`config.mk`:
```
export PLATFORM = sky130hd
export DESIGN_NAME = rgb_to_gray_stream_flat
export DESIGN_NICKNAME = d
export VERILOG_FILES = /design/src/rtl/rgb_gray_pkg.sv /design/src/rtl/rgb_to_gray_stream_if.sv /design/src/rtl/raster_position_counter.sv /design/src/rtl/rgb_to_gray_stream.sv /design/src/flat_wrapper.sv
export SDC_FILE = /design/constraint.sdc
export NUM_CORES = 1
export LEC_CHECK = 0
export CORE_MARGIN = 2
export CORE_UTILIZATION = 50
export CTS_BUF_LIST = sky130_fd_sc_hd__clkbuf_4 sky130_fd_sc_hd__clkbuf_8
export CTS_CLUSTER_DIAMETER = 50
export CTS_CLUSTER_SIZE = 14
export DETAILED_ROUTE_END_ITERATION = 12
export GPL_TIMING_DRIVEN = 0
export PLACE_DENSITY = 0.73
export SYNTH_ARGS = -nofsm -noshare
export SYNTH_HDL_FRONTEND = slang
export SYNTH_HIERARCHICAL = 1
export SYNTH_SLANG_ARGS = --single-unit
```
`constraint.sdc`:
```
create_clock -name clk -period 3.9 [get_ports clk]
set_input_delay 0.78 -clock clk [delete_from_list [all_inputs] [get_ports clk]]
set_output_delay 0.78 -clock clk [all_outputs]
set_load 0.02 [all_outputs]
```
`src/rtl/rgb_gray_pkg.sv`:
```
// Shared constants for the RGB-to-gray luma stage: fixed-point weights and
// the channel layout of the packed 3*WIDTH pixel word.
package rgb_gray_pkg;
    localparam int COEF_R = 77;
    localparam int COEF_G = 150;
    localparam int COEF_B = 29;
    localparam int ROUND  = 128;
    localparam int SHIFT  = 8;

    // Channel index within data_in, in units of WIDTH bits
    localparam int R_CH = 2;
    localparam int G_CH = 1;
    localparam int B_CH = 0;
endpackage

```
`src/rtl/rgb_to_gray_stream_if.sv`:
```
// Pixel stream bundle between an RGB source and the gray converter.
// The slave side is the converter; the master side feeds it and observes results.
interface rgb_to_gray_stream_if #(
    parameter int WIDTH     = 8,
    parameter int LINE_BITS = 10
);
    logic [3*WIDTH-1:0]   data_in;
    logic                 data_in_done;
    logic [WIDTH-1:0]     data_out;
    logic                 data_out_done;
    logic [LINE_BITS-1:0] col_out;
    logic [LINE_BITS-1:0] row_out;
    logic                 frame_done;

    modport master (
        output data_in, data_in_done,
        input  data_out, data_out_done, col_out, row_out, frame_done
    );

    modport slave (
        input  data_in, data_in_done,
        output data_out, data_out_done, col_out, row_out, frame_done
    );
endinterface

```
`src/rtl/raster_position_counter.sv`:
```
// Column/row raster counter over a ROWS x COLS frame; advances once per pulse
// and wraps to 0/0 after the last pixel with no dead cycle.
module raster_position_counter #(
    parameter int LINE_BITS = 10,
    parameter int ROWS      = 5,
    parameter int COLS      = 6
) (
    input  logic                 clk,
    input  logic                 reset,
    input  logic                 advance,
    output logic [LINE_BITS-1:0] col,
    output logic [LINE_BITS-1:0] row,
    output logic                 last
);
    localparam logic [LINE_BITS-1:0] COL_LAST = LINE_BITS'(COLS - 1);
    localparam logic [LINE_BITS-1:0] ROW_LAST = LINE_BITS'(ROWS - 1);

    always_ff @(posedge clk) begin
        if (reset) begin
            col <= '0;
            row <= '0;
        end else if (advance) begin
            if (col == COL_LAST) begin
                col <= '0;
                row <= (row == ROW_LAST) ? '0 : row + 1'b1;
            end else begin
                col <= col + 1'b1;
            end
        end
    end

    assign last = (col == COL_LAST) && (row == ROW_LAST);
endmodule

```
`src/rtl/rgb_to_gray_stream.sv`:
```
// Three-stage non-stalling RGB -> gray luma pipeline with raster position
// tracking on the output side for the downstream line buffer.
module rgb_to_gray_stream #(
    parameter int WIDTH     = 8,
    parameter int LINE_BITS = 10,
    parameter int ROWS      = 5,
    parameter int COLS      = 6
) (
    input logic                  clk,
    input logic                  reset,
    rgb_to_gray_stream_if.slave  bus
);
    import rgb_gray_pkg::*;

    localparam int STAGES = 3;
    localparam int PW     = 2 * WIDTH;
    localparam int SW     = 2 * WIDTH + 2;
    localparam logic [SW-1:0] GRAY_MAX = SW'((1 << WIDTH) - 1);

    logic [STAGES:1]      vld_pipe;
    logic [WIDTH-1:0]     r, g, b;
    logic [PW-1:0]        prod_r, prod_g, prod_b;
    logic [SW-1:0]        sum;
    logic [SW-1:0]        shifted;
    logic [WIDTH-1:0]     gray_sat;
    logic [LINE_BITS-1:0] col, row;
    logic                 last;

    assign r = bus.data_in[R_CH*WIDTH +: WIDTH];
    assign g = bus.data_in[G_CH*WIDTH +: WIDTH];
    assign b = bus.data_in[B_CH*WIDTH +: WIDTH];

    // Valid bits shift unconditionally: the pipe never stalls, so input gaps reappear verbatim
    always_ff @(posedge clk) begin
        if (reset) vld_pipe <= '0;
        else       vld_pipe <= {vld_pipe[STAGES-1:1], bus.data_in_done};
    end

    always_ff @(posedge clk) begin
        if (reset) begin
            prod_r <= '0;
            prod_g <= '0;
            prod_b <= '0;
            sum    <= '0;
        end else begin
            prod_r <= PW'(r) * PW'(COEF_R);
            prod_g <= PW'(g) * PW'(COEF_G);
            prod_b <= PW'(b) * PW'(COEF_B);
            sum    <= SW'(prod_r) + SW'(prod_g) + SW'(prod_b) + SW'(ROUND);
        end
    end

    // Saturation is dead logic at WIDTH=8 but keeps wider channels safe
    assign shifted  = sum >> SHIFT;
    assign gray_sat = (shifted > GRAY_MAX) ? {WIDTH{1'b1}} : shifted[WIDTH-1:0];

    // Counter holds the position of the next output; it is latched alongside data_out
    raster_position_counter #(
        .LINE_BITS (LINE_BITS),
        .ROWS      (ROWS),
        .COLS      (COLS)
    ) u_pos (
        .clk     (clk),
        .reset   (reset),
        .advance (vld_pipe[STAGES-1]),
        .col     (col),
        .row     (row),
        .last    (last)
    );

    always_ff @(posedge clk) begin
        if (reset) begin
            bus.data_out      <= '0;
            bus.data_out_done <= 1'b0;
            bus.col_out       <= '0;
            bus.row_out       <= '0;
            bus.frame_done    <= 1'b0;
        end else begin
            bus.data_out_done <= vld_pipe[STAGES-1];
            bus.frame_done    <= vld_pipe[STAGES-1] && last;
            if (vld_pipe[STAGES-1]) begin
                bus.data_out <= gray_sat;
                bus.col_out  <= col;
                bus.row_out  <= row;
            end
        end
    end
endmodule

```
`src/flat_wrapper.sv`:
```
// flat-port wrapper written by rule: the top's interface ports become plain ports
module rgb_to_gray_stream_flat import rgb_gray_pkg::*;
#(
    parameter int WIDTH     = 8,
    parameter int LINE_BITS = 10,
    parameter int ROWS      = 5,
    parameter int COLS      = 6
)
  (clk, reset, bus_data_in, bus_data_in_done, bus_data_out, bus_data_out_done, bus_col_out, bus_row_out, bus_frame_done);
  rgb_to_gray_stream_if #(.WIDTH(WIDTH), .LINE_BITS(LINE_BITS)) bus_i ();
  input logic clk;
  input logic reset;
  input wire logic [$bits(bus_i.data_in)-1:0] bus_data_in;
  input wire logic [$bits(bus_i.data_in_done)-1:0] bus_data_in_done;
  output wire logic [$bits(bus_i.data_out)-1:0] bus_data_out;
  output wire logic [$bits(bus_i.data_out_done)-1:0] bus_data_out_done;
  output wire logic [$bits(bus_i.col_out)-1:0] bus_col_out;
  output wire logic [$bits(bus_i.row_out)-1:0] bus_row_out;
  output wire logic [$bits(bus_i.frame_done)-1:0] bus_frame_done;
  assign bus_i.data_in = bus_data_in;
  assign bus_i.data_in_done = bus_data_in_done;
  assign bus_data_out = bus_i.data_out;
  assign bus_data_out_done = bus_i.data_out_done;
  assign bus_col_out = bus_i.col_out;
  assign bus_row_out = bus_i.row_out;
  assign bus_frame_done = bus_i.frame_done;
  rgb_to_gray_stream #(.WIDTH(WIDTH), .LINE_BITS(LINE_BITS), .ROWS(ROWS), .COLS(COLS)) u_core (.clk(clk), .reset(reset), .bus(bus_i));
endmodule
```
==> out/qor.tcl <==
set qor(power.leakage_nw) 4.13
set qor(synth-main-ff-cell) {sky130_fd_sc_hd__dfxtp_1}
set qor(synth_area_mm2) 0.00753
set qor(synth.cells.most_frequent) {131 x sky130_fd_sc_hd__ha_1, 128 x sky130_fd_sc_hd__inv_1, 105 x sky130_fd_sc_hd__dfxtp_1}
set qor(netSwitchingFraction_pct) 39.2
set qor(multi_input_area_mm2) 0.00494
set qor(worstPathMaxFanout) 4
set qor(die_h_um) 127
set qor(totalWireLength_mm) 14.5
set qor(critPathKind) {primary input to flip-flop}
set qor(boundaryPins) 57
set qor(number_of_instances_on_the_worst_hold_path) 1
set qor(required_ns) 4.16
set qor(finalCoreUtilization_pct) 59.5
set qor(cap_violations) 0
set qor(max_clock_freq_mhz) 260
set qor(power.internal_mw) 2.84
set qor(wire_per_inst_um) 13.6
set qor(drive_gt1_share_pct) 5.88
set qor(p_seq_share_pct) 27.5
set qor(route.vias.total) 5564
set qor(post_synth.cell_area_avg_um2) 9.30
set qor(cts_tree) {done}
set qor(global_route.usage.total_pct) 18.8
set qor(worst-r2r-cell-count) 11
set qor(port_buffers) 56
set qor(hold_path_end) {u_core/vld_pipe[2]}
set qor(place.gp.congestion) 0.829
set qor(grt_overflow_total) 0
set qor(cts-root-buf) {sky130_fd_sc_hd__clkbuf_8}
set qor(synth_top_cell_by_area) {sky130_fd_sc_hd__dfxtp_1}
set qor(clk_pin_slew_ns) 0.10
set qor(regToRegEndpoint) {u_core/sum[16]}
set qor(first_global_vias) 5425
set qor(numClockSinks) 105
set qor(cts-hold-fix-buffers) 0
set qor(timing.hold.worst.class) {flip-flop to flip-flop}
set qor(clk-insertion-delay-late_ns) 0.37
set qor(finalClockSkew_ns) 0.0105
set qor(route.detailed.vias_per_inst) 5.21
set qor(number_of_nets_in_the_finished_design) 1075
set qor(die-width_um) 127
set qor(final_cell_count_no_fill) 1068
set qor(die_outline_area_mm2) 0.0161
set qor(synth_warnings) 6
set qor(seq_area_frac_synth_pct) 27.9
set qor(yosys.cell_count.top_type) {sky130_fd_sc_hd__ha_1}
set qor(pre_cts_ws_ns) -0.874
set qor(syn_nets) 1006
set qor(antenna_violating_nets_post_route) 0
set qor(cp-start-kind) {primary input}
set qor(number_of_synthesized_flops_with_an_enable_pin) 0
set qor(place_hpwl_mm) 11.5
set qor(num_rows) 44
set qor(hold_violations) 0
set qor(effective_utilization_at_floorplan_pct) 51.4
set qor(finalPower_mw) 4.68
set qor(synthDistinctLibCells) 60
set qor(critical_path.reg2reg.startpoint) {u_core/prod_g[6]}
set qor(cts-htree-levels) 3
set qor(clockBufferDepth) 2
set qor(timing.final.setup_violations) 0
set qor(min_period_ns) 3.84
set qor(grt_start_max_net_pins) 18
set qor(cts_made_buffers) 9
set qor(antenna_cells) 0
set qor(worst_slew_pin_slew_ns) 0.788
set qor(synth-async-reset-ratio_pct) 0
set qor(antenna_found_initial) 0
set qor(place.detailed.instances) 1050
set qor(synth.ff_latch_count) 105
set qor(timing_max_transition_violations_final) 0
set qor(worst_min_delay_path_startpoint) {u_core/vld_pipe[1]}
set qor(power.switching_mw) 1.84
set qor(detailedRoute.firstIterationViolations) 230
set qor(route.detailed.drc) 0
set qor(layout_setup_ws_ns) 0.0575
set qor(postSynthCellCount) 810
set qor(slew_headroom_pct) 47.4
set qor(largest_cells_by_area_after_synthesis) {sky130_fd_sc_hd__dfxtp_1 28%, sky130_fd_sc_hd__ha_1 22%, sky130_fd_sc_hd__fa_1 10%}
set qor(firstDrtPassIters) 5
set qor(power_density_mw_per_mm2) 537
set qor(slack_of_the_worst_reg_to_reg_path_ns) 0.87
set qor(final_min_period_over_clock_period_pct) 98.5
set qor(area.sequential_mm2) 0.00210
set qor(n_fill_cell) 1272
set qor(grt_pass1_wl_mm) 24.8
set qor(clock_power_share_pct) 18.8
set qor(synthToLayoutAreaGrowth_pct) 15.6
set qor(vdd.ir_drop.worst_uv) 313
set qor(design.core.area_mm2) 0.0146
set qor(p_comb_share_pct) 53.7
set qor(arrival_time_at_the_worst_endpoint_ns) 4.10
set qor(outcome) {finished, final reports clean}
set qor(cp-end-kind) {flip-flop}
set qor(synth.top_cell.area_share_pct) 27.9
cells in the final DEF (no fill, tap or decap), types with 5 or more instances in the layout:
cell type	n
sky130_fd_sc_hd__clkbuf_8	10
sky130_fd_sc_hd__o21ai_0	10
sky130_fd_sc_hd__o21a_1	6
sky130_fd_sc_hd__a211oi_1	20
sky130_fd_sc_hd__a31oi_1	5
sky130_fd_sc_hd__nand2_1	15
sky130_fd_sc_hd__and2_1	7
sky130_fd_sc_hd__nand2b_1	6
sky130_fd_sc_hd__nand3_1	12
sky130_fd_sc_hd__dlygate4sd2_1	6
sky130_fd_sc_hd__xor2_1	19
sky130_fd_sc_hd__nor3_1	15
sky130_fd_sc_hd__o21ai_1	8
sky130_fd_sc_hd__dfxtp_1	105
sky130_fd_sc_hd__nand4_1	8
sky130_fd_sc_hd__fa_1	38
sky130_fd_sc_hd__xnor2_1	18
sky130_fd_sc_hd__clkbuf_1	10
sky130_fd_sc_hd__nor4_1	7
sky130_fd_sc_hd__ha_1	128
sky130_fd_sc_hd__mux2i_1	25
sky130_fd_sc_hd__inv_1	127
sky130_fd_sc_hd__and3_1	7
sky130_fd_sc_hd__nor2_1	97
sky130_fd_sc_hd__clkdlybuf4s50_1	42
sky130_fd_sc_hd__buf_1	8
sky130_fd_sc_hd__dlymetal6s2s_1	7
sky130_fd_sc_hd__a21oi_1	18
sky130_fd_sc_hd__nor2b_1	23
sky130_fd_sc_hd__a21o_1	10
power groups by stage:
stage / clock network [mW] / logic [mW] / registers (mW)
after CTS: 0.894 / 2.47 / 1.29
after global placement: 0 / 2.36 / 1.31
after detailed placement: 0 / 2.39 / 1.31
after floorplan: 0 / 1.90 / 1.30
final: 0.879 / 2.51 / 1.29
after global routing: 0.931 / 2.89 / 1.30
sequential cells by signal, summed over array words and instances (netlist names), 8 cells and up:
register,count
u_core/prod_r,15
u_core/prod_g,15
u_core/bus.row_out,10
u_core/bus.data_out,8
u_core/bus.col_out,10
u_core/prod_b,13
u_core/sum,10
u_core/u_pos/col,10
u_core/u_pos/row,10
per-layer routing:
metal  vias to the layer above  part of all wire (%)  GRT usage, %
met5                         -                     0             0
met4                         0                   1.7          5.37
met3                        20                   3.3          2.40
met2                       101                    47          32.5
met1                      2597                    48          24.8
li1                       2846                     -             -
worst max-delay path, cell delays in order:
cell and delay (ns):
sky130_fd_sc_hd__clkdlybuf4s50_1 0.51, sky130_fd_sc_hd__fa_1 0.51, sky130_fd_sc_hd__ha_1 0.21, sky130_fd_sc_hd__fa_1 0.55, sky130_fd_sc_hd__ha_4 0.22, sky130_fd_sc_hd__nor2b_1 0.14, sky130_fd_sc_hd__o21a_1 0.17, sky130_fd_sc_hd__nor2_2 0.15
sky130_fd_sc_hd__o21ai_1 0.10, sky130_fd_sc_hd__o41ai_2 0.36, sky130_fd_sc_hd__mux2_2 0.40
worst max path at each step:
| stage | from | endpoint |
|---|---|---|
| final | bus_data_in[0] | u_core/prod_b[11] |
| after global routing | bus_data_in[15] | u_core/prod_g[15] |
| after CTS | bus_data_in[12] | u_core/prod_g[14] |
| after detailed placement | bus_data_in[1] | u_core/prod_b[11] |
| after global placement | bus_data_in[1] | u_core/prod_b[11] |
| after floorplan | bus_data_in[1] | u_core/prod_b[11] |
what timing repair did:
item | in CTS | in global routing
setup endpoints to repair | 10 | 13
resized for setup | 18 | 15
buffers inserted | 1 | 1
pin swaps | 5 | 3
metrics by stage:
stage,TNS [ns],cell area (µm²),hold WS (ns)
finish,0,8710,0.443
global route,-0.00435,8710,0.468
CTS,0,8650,0.441
detailed placement,-7.59,8320,0.420
global placement,-6.58,8320,0.420
floorplan,0,7530,0.414
logic make-up (layout without fill, tap and decap cells):
logic type               Yosys count  in the layout  synth area share, %
AO/OA/AOI/OAI                    106            106                 10.0
AND/OR/NAND/NOR                  214            214                 14.3
XOR/XNOR                          38             38                 4.42
flip-flops                       105            105                 27.9
buffers and inverters            150            224                 7.62
adder cells (fa/ha/maj)          169            169                 31.9
multiplexers                      28             28                 3.82
layout make-up:
cell class,count,share of cell area [%]
timing repair buffer,58,6.72
multi-input combinational,555,56.8
buffer,22,1.08
inverter,128,5.51
clock inverter,6,1.58
sequential,105,24.1
tap,184,2.64
clock buffer,10,1.58
Note: power is estimated with default switching activity, not from simulation.
